File: src/rtl/jtag_dtm_tap.sv
// jtag_dtm_tap: JTAG Debug Transport Module TAP, target side of the link.
// TCK/TMS/TDI are oversampled in the clk domain. An IEEE 1149.1 TAP controller
// selects IDCODE, DTMCS, DMI or BYPASS data registers. DMI updates become
// valid/ready requests toward the debug module. Responses come back on the
// next DMI capture.
//
// Optional build macro: JTAG_BUSY_STICKY_EN
//   When defined, a DMI request issued while busy sets a sticky dmistat=3.
//   That blocks later requests until a DTMCS write with dmireset=1.
//
// Ports:
//   clk, rst            system clock, async active-low reset
//   jtag_TCK/TMS/TDI    JTAG inputs (asynchronous to clk)
//   jtag_TDO            JTAG data out, changes only while TCK is low
//   dm_req_*            DMI request {addr, data[31:0], op[1:0]}, valid/ready
//   dm_resp_*           DMI response read data, valid/ready
module jtag_dtm_tap #(
  parameter int unsigned DMI_ABITS  = 6,
  parameter logic [31:0] IDCODE_VAL = 32'h1e200a6d,
  parameter int unsigned IR_BITS    = 5
) (
  input  logic                   clk,
  input  logic                   rst,
  input  logic                   jtag_TCK,
  input  logic                   jtag_TMS,
  input  logic                   jtag_TDI,
  output logic                   jtag_TDO,
  output logic                   dm_req_valid,
  input  logic                   dm_req_ready,
  output logic [DMI_ABITS+33:0]  dm_req_data,
  input  logic                   dm_resp_valid,
  input  logic [31:0]            dm_resp_data,
  output logic                   dm_resp_ready
);

  localparam int unsigned DR_W = DMI_ABITS + 34;

  localparam logic [IR_BITS-1:0] IR_IDCODE = IR_BITS'(32'h01);
  localparam logic [IR_BITS-1:0] IR_DTMCS  = IR_BITS'(32'h10);
  localparam logic [IR_BITS-1:0] IR_DMI    = IR_BITS'(32'h11);

  typedef enum logic [3:0] {
    TLR, RTI,
    SEL_DR, CAP_DR, SH_DR, EX1_DR, PA_DR, EX2_DR, UPD_DR,
    SEL_IR, CAP_IR, SH_IR, EX1_IR, PA_IR, EX2_IR, UPD_IR
  } tap_state_e;

  tap_state_e tap_q, tap_d;

  logic [1:0] tck_sync, tms_sync, tdi_sync;
  logic       tck_d;
  logic       tck_rise, tck_fall, tms_s, tdi_s;

  logic [IR_BITS-1:0]   ir, ir_sr;
  logic [DR_W-1:0]      dr_sr, dr_cap;
  logic                 busy;
  logic [1:0]           dmistat;
  logic [31:0]          resp_data;
  logic [DMI_ABITS-1:0] last_addr;

  logic        is_idcode, is_dtmcs, is_dmi;
  logic [1:0]  dmi_status;
  logic [31:0] dtmcs_val;
  logic        req_blocked;

  // Two-flop synchronizers plus one delayed TCK sample for edge detection
  always_ff @(posedge clk or negedge rst) begin
    if (!rst) begin
      tck_sync <= '0;
      tms_sync <= '0;
      tdi_sync <= '0;
      tck_d    <= 1'b0;
    end else begin
      tck_sync <= {tck_sync[0], jtag_TCK};
      tms_sync <= {tms_sync[0], jtag_TMS};
      tdi_sync <= {tdi_sync[0], jtag_TDI};
      tck_d    <= tck_sync[1];
    end
  end

  assign tck_rise = tck_sync[1] & ~tck_d;
  assign tck_fall = ~tck_sync[1] & tck_d;
  assign tms_s    = tms_sync[1];
  assign tdi_s    = tdi_sync[1];

  // TAP controller state register
  always_ff @(posedge clk or negedge rst) begin
    if (!rst) tap_q <= TLR;
    else      tap_q <= tap_d;
  end

  // TAP controller next state, advanced only on a TCK rise
  always_comb begin
    tap_d = tap_q;
    if (tck_rise) begin
      case (tap_q)
        TLR:     tap_d = tms_s ? TLR    : RTI;
        RTI:     tap_d = tms_s ? SEL_DR : RTI;
        SEL_DR:  tap_d = tms_s ? SEL_IR : CAP_DR;
        CAP_DR:  tap_d = tms_s ? EX1_DR : SH_DR;
        SH_DR:   tap_d = tms_s ? EX1_DR : SH_DR;
        EX1_DR:  tap_d = tms_s ? UPD_DR : PA_DR;
        PA_DR:   tap_d = tms_s ? EX2_DR : PA_DR;
        EX2_DR:  tap_d = tms_s ? UPD_DR : SH_DR;
        UPD_DR:  tap_d = tms_s ? SEL_DR : RTI;
        SEL_IR:  tap_d = tms_s ? TLR    : CAP_IR;
        CAP_IR:  tap_d = tms_s ? EX1_IR : SH_IR;
        SH_IR:   tap_d = tms_s ? EX1_IR : SH_IR;
        EX1_IR:  tap_d = tms_s ? UPD_IR : PA_IR;
        PA_IR:   tap_d = tms_s ? EX2_IR : PA_IR;
        EX2_IR:  tap_d = tms_s ? UPD_IR : SH_IR;
        UPD_IR:  tap_d = tms_s ? SEL_DR : RTI;
        default: tap_d = TLR;
      endcase
    end
  end

  assign is_idcode = (ir == IR_IDCODE);
  assign is_dtmcs  = (ir == IR_DTMCS);
  assign is_dmi    = (ir == IR_DMI);

  assign dmi_status = (busy || dmistat == 2'b11) ? 2'b11 : 2'b00;
  assign dtmcs_val  = {14'b0, 2'b00, 1'b0, 3'd5, dmistat, 6'(DMI_ABITS), 4'd1};

`ifdef JTAG_BUSY_STICKY_EN
  assign req_blocked = busy | (dmistat == 2'b11);
`else
  assign req_blocked = busy;
`endif

  // Capture-DR value for the selected instruction; BYPASS captures 0
  always_comb begin
    dr_cap = '0;
    if (is_dmi)         dr_cap = {last_addr, resp_data, dmi_status};
    else if (is_idcode) dr_cap = DR_W'(IDCODE_VAL);
    else if (is_dtmcs)  dr_cap = DR_W'(dtmcs_val);
  end

  // IR/DR shift paths, TDO, DMI request/response handshakes
  always_ff @(posedge clk or negedge rst) begin
    if (!rst) begin
      ir            <= IR_IDCODE;
      ir_sr         <= '0;
      dr_sr         <= '0;
      jtag_TDO      <= 1'b0;
      dm_req_valid  <= 1'b0;
      dm_req_data   <= '0;
      dm_resp_ready <= 1'b1;
      busy          <= 1'b0;
      dmistat       <= 2'b00;
      resp_data     <= '0;
      last_addr     <= '0;
    end else begin
      // Response accepted: ready drops for one clk so each response is taken once
      if (dm_resp_valid && dm_resp_ready) begin
        resp_data     <= dm_resp_data;
        busy          <= 1'b0;
        dm_resp_ready <= 1'b0;
      end else begin
        dm_resp_ready <= 1'b1;
      end

      if (dm_req_valid && dm_req_ready) dm_req_valid <= 1'b0;

      if (tap_q == TLR) ir <= IR_IDCODE;

      // State has already advanced past the rise, so Shift-* here means "still shifting"
      if (tck_fall) begin
        if (tap_q == SH_DR)      jtag_TDO <= dr_sr[0];
        else if (tap_q == SH_IR) jtag_TDO <= ir_sr[0];
        else                     jtag_TDO <= 1'b0;
      end

      if (tck_rise) begin
        case (tap_q)
          CAP_IR: ir_sr <= IR_BITS'(32'h01);
          SH_IR:  ir_sr <= {tdi_s, ir_sr[IR_BITS-1:1]};
          UPD_IR: ir    <= ir_sr;
          CAP_DR: dr_sr <= dr_cap;
          SH_DR: begin
            if (is_dmi)                     dr_sr <= {tdi_s, dr_sr[DR_W-1:1]};
            else if (is_idcode || is_dtmcs) dr_sr[31:0] <= {tdi_s, dr_sr[31:1]};
            else                            dr_sr[0] <= tdi_s;
          end
          UPD_DR: begin
            if (is_dtmcs) begin
              if (dr_sr[16]) dmistat <= 2'b00;
              if (dr_sr[17]) begin
                busy         <= 1'b0;
                dm_req_valid <= 1'b0;
              end
            end else if (is_dmi && dr_sr[1:0] != 2'b00) begin
              if (!req_blocked) begin
                dm_req_data  <= dr_sr;
                last_addr    <= dr_sr[DR_W-1:34];
                busy         <= 1'b1;
                dm_req_valid <= 1'b1;
              end else begin
`ifdef JTAG_BUSY_STICKY_EN
                dmistat <= 2'b11;
`endif
              end
            end
          end
          default: ;
        endcase
      end
    end
  end

endmodule

File: config.mk
export PLATFORM = sky130hd
export DESIGN_NAME = jtag_dtm_tap
export DESIGN_NICKNAME = d
export VERILOG_FILES = /design/src/rtl/jtag_dtm_tap.sv
export SDC_FILE = /design/constraint.sdc
export NUM_CORES = 1
export LEC_CHECK = 0
export ABC_AREA = 1
export CORE_ASPECT_RATIO = 0.8
export CORE_MARGIN = 2
export CORE_UTILIZATION = 35
export DETAILED_ROUTE_END_ITERATION = 7
export PLACE_DENSITY = 0.56
export SLEW_MARGIN = 20
export SYNTH_ARGS = -nofsm -noshare
export SYNTH_HDL_FRONTEND = slang
export SYNTH_SLANG_ARGS = --single-unit
File: constraint.sdc
create_clock -name clk -period 2.3 [get_ports clk]
set_clock_uncertainty 0.1 [all_clocks]
set_input_delay 0.345 -clock clk [delete_from_list [all_inputs] [get_ports clk]]
set_output_delay 0.345 -clock clk [all_outputs]
set_load 0.01 [all_outputs]
==> results of run 1 <==
[routing by layer]
metal,vias up,GRT usage [%],wire length [um]
li1,2480,-,-
met1,2415,27.2,7860
met2,154,24.9,6610
met3,24,4.38,880
met4,0,6.43,302
met5,-,0,0
[sequential cells by signal, summed over array words and instances, names as in the netlist]
name / cells
dm_req_data: 40
dr_sr: 40
resp_data: 32
ir: 5
ir_sr: 5
tap_q: 4
tck_sync: 2
tdi_sync: 2
tms_sync: 2
busy: 1
dm_req_valid: 1
dm_resp_ready: 1
jtag_TDO: 1
tck_d: 1
[through the flow]
| stage | std cells | util (%) | setup slack, ns | hold WS, ns |
|---|---|---|---|---|
| CTS | 1044 | 45.3 | 0.258 | 0.242 |
| global route | 1044 | 45.3 | 0.0515 | 0.260 |
| global placement | 1011 | 41.8 | 0.324 | 0.179 |
| finish | 1044 | 45.3 | 0.233 | 0.252 |
| floorplan | 726 | - | 0.649 | -0.0506 |
| detailed placement | 1011 | 41.8 | 0.303 | 0.189 |
[cell usage in the layout, fill, tap and decap left out, types with 8 or more instances in the layout]
| master | netlist | final |
|---|---|---|
| nand3_1 | 25 | 25 |
| clkbuf_16 | 0 | 17 |
| nor2_1 | 128 | 128 |
| a21boi_0 | 8 | 8 |
| inv_1 | 49 | 49 |
| clkdlybuf4s50_1 | 0 | 80 |
| dfrtp_1 | 135 | 135 |
| o21ai_0 | 46 | 46 |
| a21oi_1 | 78 | 78 |
| nand2_1 | 175 | 174 |
| buf_4 | 3 | 9 |
[kinds of logic (layout without fill, tap and decap cells)]
kind of cell / Yosys count / count (layout) / share of synthesized area, %
DFF: 137 / 137 / 56.4
AOI/OAI and AO/OA: 145 / 145 / 12.7
buffers and inverters: 90 / 183 / 6.42
and+or+nand+nor: 347 / 347 / 23.1
muxes: 7 / 7 / 1.30
[cell usage after synthesis, types with 3 or more instances]
master    number
nand2_2        3
o21ai_0       46
nand4_1        4
nor2_1       128
nand3_1       25
a21boi_0       8
nor2_4         3
buf_1          4
o21bai_1       7
buf_4          3
inv_2          4
buf_2         21
clkbuf_1       5
inv_1         49
mux2_2         7
a31oi_1        3
nand2_1      175
nor2_2         6
a21oi_1       78
dfrtp_1      135
o211ai_1       3
[how the worst min path moves through the flow]
stage                 from     endpoint  slack (ns)  cells past startpoint
6_report       tck_sync[0]  tck_sync[1]        0.25                      0
5_1_grt           jtag_TMS  tms_sync[0]        0.26                      1
4_1_cts           jtag_TCK  tck_sync[0]        0.24                      1
3_5_place_dp           rst        tck_d        0.19                      1
3_3_place_gp           rst  tck_sync[1]        0.18                      1
2_1_floorplan          rst         busy       -0.05                      0
[final cells by class]
class                           instances  share of cell area [%]
Clock buffer                           25                    6.50
Sequential cell                       137                    44.1
Multi-Input combinational cell        499                    29.2
Timing Repair Buffer                   96                    12.7
Inverter                               55                    2.66
Tap cell                              225                    3.62
Clock inverter                          7                    1.16
[critical path: stages (launching register included)]
cell and delay, ns:
dfrtp_1 0.51, nand2_1 0.12, inv_1 0.11, nand2_1 0.08, nand2_1 0.08, nand2_1 0.09
clkinv_1 0.10, nand2_2 0.19, inv_2 0.39, nand2_1 0.13, nand2_1 0.08
[where the power goes]
group          total, uW  internal [uW]  switching [uW]
clock network       2730           1730             995
registers           2900           2670             236
logic               1020            362             658
total               6650           4760            1890
==> reports/qor.csv, run 1 <==
metric,value,unit
Synth area leaders,"dfrtp_1 56%, nand2_1 11%, nor2_1 7.9%",
crit path kind,reg2reg,
# clock sinks,137,
Vert. Die Dim,122,um
Num CTS Buffers,17,
YS warnings,0,
Fin Setup TNS,0,ns
Startpoint Class,register,
Setup crit end,dr_sr[23],
Crit Reg-Reg Startpoint,tap_q[0],
Fillers,1649,
IO Port Bufs,81,
post-synth top area share,55.6,%
Critical Path RT,2.56,ns
Post-Syn Area,6080,um2
HP Class,reg2reg,
unrepaired setup endpoints after global routing,no,
gr usage total,18.0,%
"Slew Viols, Final",0,
H-tree depth,4,
DP Wirelength,10700,um
fin crit share,89.9,%
Static Leak,0.00384,uW
fin nets,845,
Synth Register Bits,137,
crit path DAT,2.32,ns
status,finished clean,
post-synthesis sequential area ratio,56.4,%
multi-input logic area,2270,um2
post-synth top area cell,dfrtp_1,
Worst-Margin Slew,0.475,ns
Synth Instances,726,
max_cap viols,0,
Reg area,3430,um2
largest net degree at the start of global routing,59,
DRC,0,
global-route wire length before repair,25400,um
layout cells sized above 1,8.79,%
WL final,15700,um
GRT overflow,0,
core region area,17200,um2
max frequency,484,MHz
CP endpoint kind,register,
total die area,18400,um2
Critical Path Source,tap_q[0],
initial antenna violation count,0,
# IOs,82,
Synth Area per Inst,8.37,um2
hold_buf cts,1,
Worst VDD drop,435,uV
post-route ant nets,0,
post-CTS setup repair buffer count,0,
Final setup viols,0,
Synth Flop Type,dfrtp_1,
Post-synth EDFFs,0,
final hold viol count,0,
Die W,151,um
PwrDens,856,nW/um2
Vias,5073,
Resize count post-CTS,0,
Worst-Skew Late Latency,0.42,ns
Tmin final,2.07,ns
worst reg2reg path depth,10,
Antenna Cells,0,
ys async rst share,100,%
"Clk pin slew, worst setup/hold paths",0.06,ns
post-synth cell types,27,
critical-path maximum fanout,24,
Vias/cell,4.86,
row count,43,
Design Power,6650,uW
Initial Util,35.4,%
GP Congestion,0.900,
CTS tree,built,
DRT iter0 DRCs,491,
Longest Clk Path Bufs,2,
vias in the first global route,4870,
Post-DP Area,7170,um2
clock tree root driver cell,clkbuf_16,
max-slew headroom at the worst pin,68.3,%
Detailed Routing Iterations Pass 1,6,
area delta synth->final,27.8,%
WL/cell,15.0,um
Finished Cell Area,7770,um2
flop2flop setup slack,0.23,ns
Synth Net Count,765,
R2R Path End,dr_sr[23],
Note: power is estimated with default switching activity, not from simulation.
==> run 2: changes to the inputs <==
--- a/config.mk
+++ b/config.mk
@@ -10,6 +10,7 @@
 export CORE_MARGIN = 2
 export CORE_UTILIZATION = 35
 export DETAILED_ROUTE_END_ITERATION = 7
+export GPL_TIMING_DRIVEN = 0
 export PLACE_DENSITY = 0.56
 export SLEW_MARGIN = 20
 export SYNTH_ARGS = -nofsm -noshare
==> reports/qor.csv, run 2 (synthesis results as in run 1) <==
metric,value,unit
status,finished clean,
Die W,151,um
Worst-Skew Late Latency,0.42,ns
Crit Reg-Reg Startpoint,ir[0],
Vias,5020,
crit path kind,reg2reg,
Worst Hold Endpoint,tms_sync[1],
max-slew headroom at the worst pin,39.2,%
Largest regs,"dm_req_data x40, dr_sr x40, resp_data x32",
# clock sinks,137,
area delta synth->final,28.4,%
Startpoint Class,register,
core region area,17200,um2
Longest Clk Path Bufs,2,
Final setup viols,0,
Worst VDD drop,458,uV
CP endpoint kind,register,
WL final,16000,um
final hold viol count,0,
HP Class,reg2reg,
Fin Setup TNS,0,ns
layout cells sized above 1,9.87,%
fin nets,867,
GRT overflow,0,
Antenna Cells,0,
total die area,18400,um2
gr usage total,18.6,%
"Clk pin slew, worst setup/hold paths",0.06,ns
final setup margin,0.148,ns
GP Congestion,0.872,
vias in the first global route,4853,
max frequency,465,MHz
"Slew Viols, Final",0,
DRC,0,
H-tree depth,4,
Static Leak,0.00389,uW
IO Port Bufs,81,
largest net degree at the start of global routing,74,
"commonest non-fill, non-tap cell in the layout",nand2_1,
Vias/cell,4.71,
global-route wire length before repair,26200,um
WL/cell,15.0,um
final core occ,45.5,%
DP Wirelength,11400,um
worst reg2reg path depth,8,
DRT iter0 DRCs,315,
row count,43,
Finished Cell Area,7800,um2
Num CTS Buffers,17,
Worst Hold Slack,0.248,ns
R2R Path End,dm_req_data[29],
crit path DAT,2.36,ns
WHS Path Cells,0,
# IOs,82,
max_cap viols,0,
critical-path maximum fanout,10,
Vert. Die Dim,122,um
Initial Util,35.4,%
Detailed Routing Iterations Pass 1,6,
Hold Startpoint,tms_sync[0],
clock tree root driver cell,clkbuf_16,
Tmin final,2.15,ns
post-route ant nets,0,
Worst-Margin Slew,0.912,ns
PwrDens,853,nW/um2
flop2flop setup slack,0.15,ns
most frequent cells in the layout,"175 x nand2_1, 135 x dfrtp_1, 128 x nor2_1",
fin crit share,93.6,%
placement-stage worst setup slack,-0.0706,ns
post-CTS setup repair buffer count,0,
Critical Path RT,2.51,ns
CTS tree,built,
Post-DP Area,7200,um2
initial antenna violation count,0,
==> run 2: changes by cell type in the layout (fill, tap and decap cells not counted), moves of 4 or more <==
cell      before  now
clkbuf_1       3    9
buf_2          0   21
buf_12         5    0
buf_1          0    4
buf_4          9    3
==> run 2: per-stage QoR <==
stage / power (uW) / instances
after global routing: 7000 / 1066
after detailed placement: 3970 / 1033
final: 6660 / 1066
after CTS: 6710 / 1066
after floorplan: 3550 / 726
after global placement: 3960 / 1032
==> run 2: how the worst max path moves through the flow <==
stage	to	slack (ns)	startpoint
after floorplan	dm_req_data[34]	0.65	ir[0]
after global placement	dm_req_data[19]	-4.93	rst
after detailed placement	resp_data[22]	-0.07	dm_resp_valid
after CTS	dm_req_data[30]	0.09	tck_d
after global routing	dm_req_data[30]	-0.004	tck_d
final	dm_req_data[29]	0.15	ir[0]
==> run 2: power by group <==
part | switching (uW) | internal (uW) | leakage, uW
logic | 696 | 379 | 0.00183
registers | 201 | 2670 | 0.00177
clock network | 1010 | 1710 | 0.000283
==> run 2: per-layer routing <==
layer | GRT usage (%) | routed length, um | up-vias
met2 | 25.4 | 6520 | 104
met1 | 29.2 | 8510 | 2375
met4 | 5.84 | 187 | 0
met5 | 0 | 0 | -
li1 | - | - | 2526
met3 | 4.08 | 766 | 15
==> run 2: worst max-delay path: stages (launching register included) <==
cell	delay, ns
dfstp_2	0.53
inv_2	0.05
nor2_4	0.15
nand3_2	0.17
nor3_2	0.38
nand2_2	0.15
buf_2	0.23
nor2_1	0.21
nor2_1	0.07
==> run 2: area by class of cell <==
class                           count  area (um2)
Buffer                             35         184
Clock buffer                       25         495
Clock inverter                      7        90.1
Fill cell                        1699        9360
Inverter                           55         206
Multi-Input combinational cell    499        2260
Sequential cell                   137        3430
Tap cell                          225         282
Timing Repair Buffer               83         853
==> run 2: repair_timing <==
item,4_1_cts,5_1_grt
setup endpoints to repair,0,6
hold endpoints to repair,63,0
resized for setup,0,1
hold buffers,1,0
==> run 3: changes to the inputs <==
--- a/config.mk
+++ b/config.mk
@@ -7,7 +7,6 @@
 export LEC_CHECK = 0
 export ABC_AREA = 1
 export CORE_ASPECT_RATIO = 0.8
-export CORE_MARGIN = 2
 export CORE_UTILIZATION = 35
 export DETAILED_ROUTE_END_ITERATION = 7
 export GPL_TIMING_DRIVEN = 0
==> reports/qor.csv, run 3 (synthesis results as in run 1) <==
metric,value,unit
fin nets,867,
final core occ,46.7,%
global-route wire length before repair,25900,um
final hold viol count,0,
Tmin final,2.14,ns
DP Wirelength,11400,um
DRT iter0 DRCs,369,
multi-input logic area,2260,um2
Worst path slowest cell,dfrtp_1,
Stages on worst setup path,9,
Critical Path RT,2.51,ns
max-slew headroom at the worst pin,47.4,%
GRT overflow,0,
post-route ant nets,0,
Initial Util,36.3,%
Startpoint Class,register,
crit path kind,reg2reg,
Vias/cell,4.82,
Worst VDD drop,433,uV
CP cell instances,inv_1 > nand2_1 > inv_1 > nand3_1 > nor2_4 > nand2_2 > buf_2 > nor2_1 > nor2_1,
Crit Reg-Reg Startpoint,tck_d,
"Clk pin slew, worst setup/hold paths",0.06,ns
Critical Path Source,tck_d,
layout cells sized above 1,10.1,%
Vias,5109,
Hold Startpoint,tck_sync[0],
largest net degree at the start of global routing,88,
"commonest non-fill, non-tap cell in the layout",nand2_1,
Crit path max-delay family,simple AND/OR/NAND/NOR gates,
GP Congestion,0.925,
Final setup viols,0,
area delta synth->final,28.8,%
Antenna Cells,0,
Die W,149,um
H-tree depth,4,
# IOs,82,
worst reg2reg path depth,9,
Setup crit end,dm_req_data[29],
Worst-Skew Late Latency,0.42,ns
Slowest Stage Delay on Critical Path,0.36,ns
flop2flop setup slack,0.16,ns
row count,42,
DRC,0,
Fin Setup TNS,0,ns
WL final,15900,um
Num CTS Buffers,17,
Largest regs,"dm_req_data x40, dr_sr x40, resp_data x32",
total die area,17900,um2
Vert. Die Dim,120,um
# clock sinks,137,
fin crit share,93.2,%
Worst Hold Slack,0.245,ns
critical-path maximum fanout,10,
vias in the first global route,4845,
WL/cell,15.0,um
Reg area,3430,um2
unrepaired setup endpoints after global routing,no,
CTS tree,built,
Longest Clk Path Bufs,2,
CP endpoint kind,register,
max frequency,467,MHz
core region area,16800,um2
Detailed Routing Iterations Pass 1,6,
gr usage total,19.1,%
Static Leak,0.00391,uW
status,finished clean,
"Slew Viols, Final",0,
crit path DAT,2.35,ns
clock tree root driver cell,clkbuf_16,
Worst-Margin Slew,0.789,ns
PwrDens,868,nW/um2
HP Class,reg2reg,
most frequent cells in the layout,"175 x nand2_1, 135 x dfrtp_1, 128 x nor2_1",
initial antenna violation count,0,
Fillers,1615,
max_cap viols,0,
R2R Path End,dm_req_data[29],
"Buf+Inv Stages, Crit Path",3,
IO Port Bufs,81,
[run 3: through the flow]
stage | setup WS, ns | total power [uW] | std cells | area (um2)
4_1_cts | 0.0989 | 6840 | 1061 | 7830
3_3_place_gp | -4.69 | 3930 | 1027 | 7170
2_1_floorplan | 0.649 | 3550 | 726 | 6080
3_5_place_dp | -0.0570 | 3980 | 1028 | 7200
5_1_grt | 0.0484 | 7120 | 1061 | 7830
6_report | 0.157 | 6800 | 1061 | 7830
[run 3: routing by layer]
metal | wire, um | track usage, % | vias up
li1 | - | - | 2529
met1 | 8270 | 29.2 | 2406
met2 | 6590 | 26.0 | 159
met3 | 833 | 4.33 | 15
met4 | 252 | 7.08 | 0
met5 | 0 | 0 | -
[run 3: how the worst min path moves through the flow]
stage	to	slack [ns]	depth (start not counted)
3_5_place_dp	tck_sync[0]	0.18	1
5_1_grt	tms_sync[0]	0.24	1
3_3_place_gp	tms_sync[1]	0.23	0
4_1_cts	tck_sync[1]	0.25	0
6_report	tck_sync[1]	0.25	0
2_1_floorplan	busy	-0.05	0
[run 3: final cells by class]
| class | instances | share of cell area, % |
|---|---|---|
| plain buffers | 35 | 2.35 |
| clock buffers | 24 | 6.41 |
| clock inverters | 8 | 1.47 |
| inverters | 55 | 2.64 |
| multi-input cells | 499 | 28.9 |
| flip-flops and latches | 137 | 43.8 |
| well taps | 220 | 3.52 |
| repair buffers | 83 | 10.9 |
[run 3: repair_timing]
action                                  in CTS  in global routing
hold buffers                                 1                  0
endpoints found under the setup margin       0                  2
endpoints found under the hold margin       50                  0
setup buffers                                0                  0
resized for setup                            0                  1
[run 3: power breakdown]
part	leakage [uW]	switching, uW	internal [uW]
Combinational	0.00183	712	379
Sequential	0.00177	202	2670
Clock	0.000310	1000	1840
Total	0.00391	1910	4890
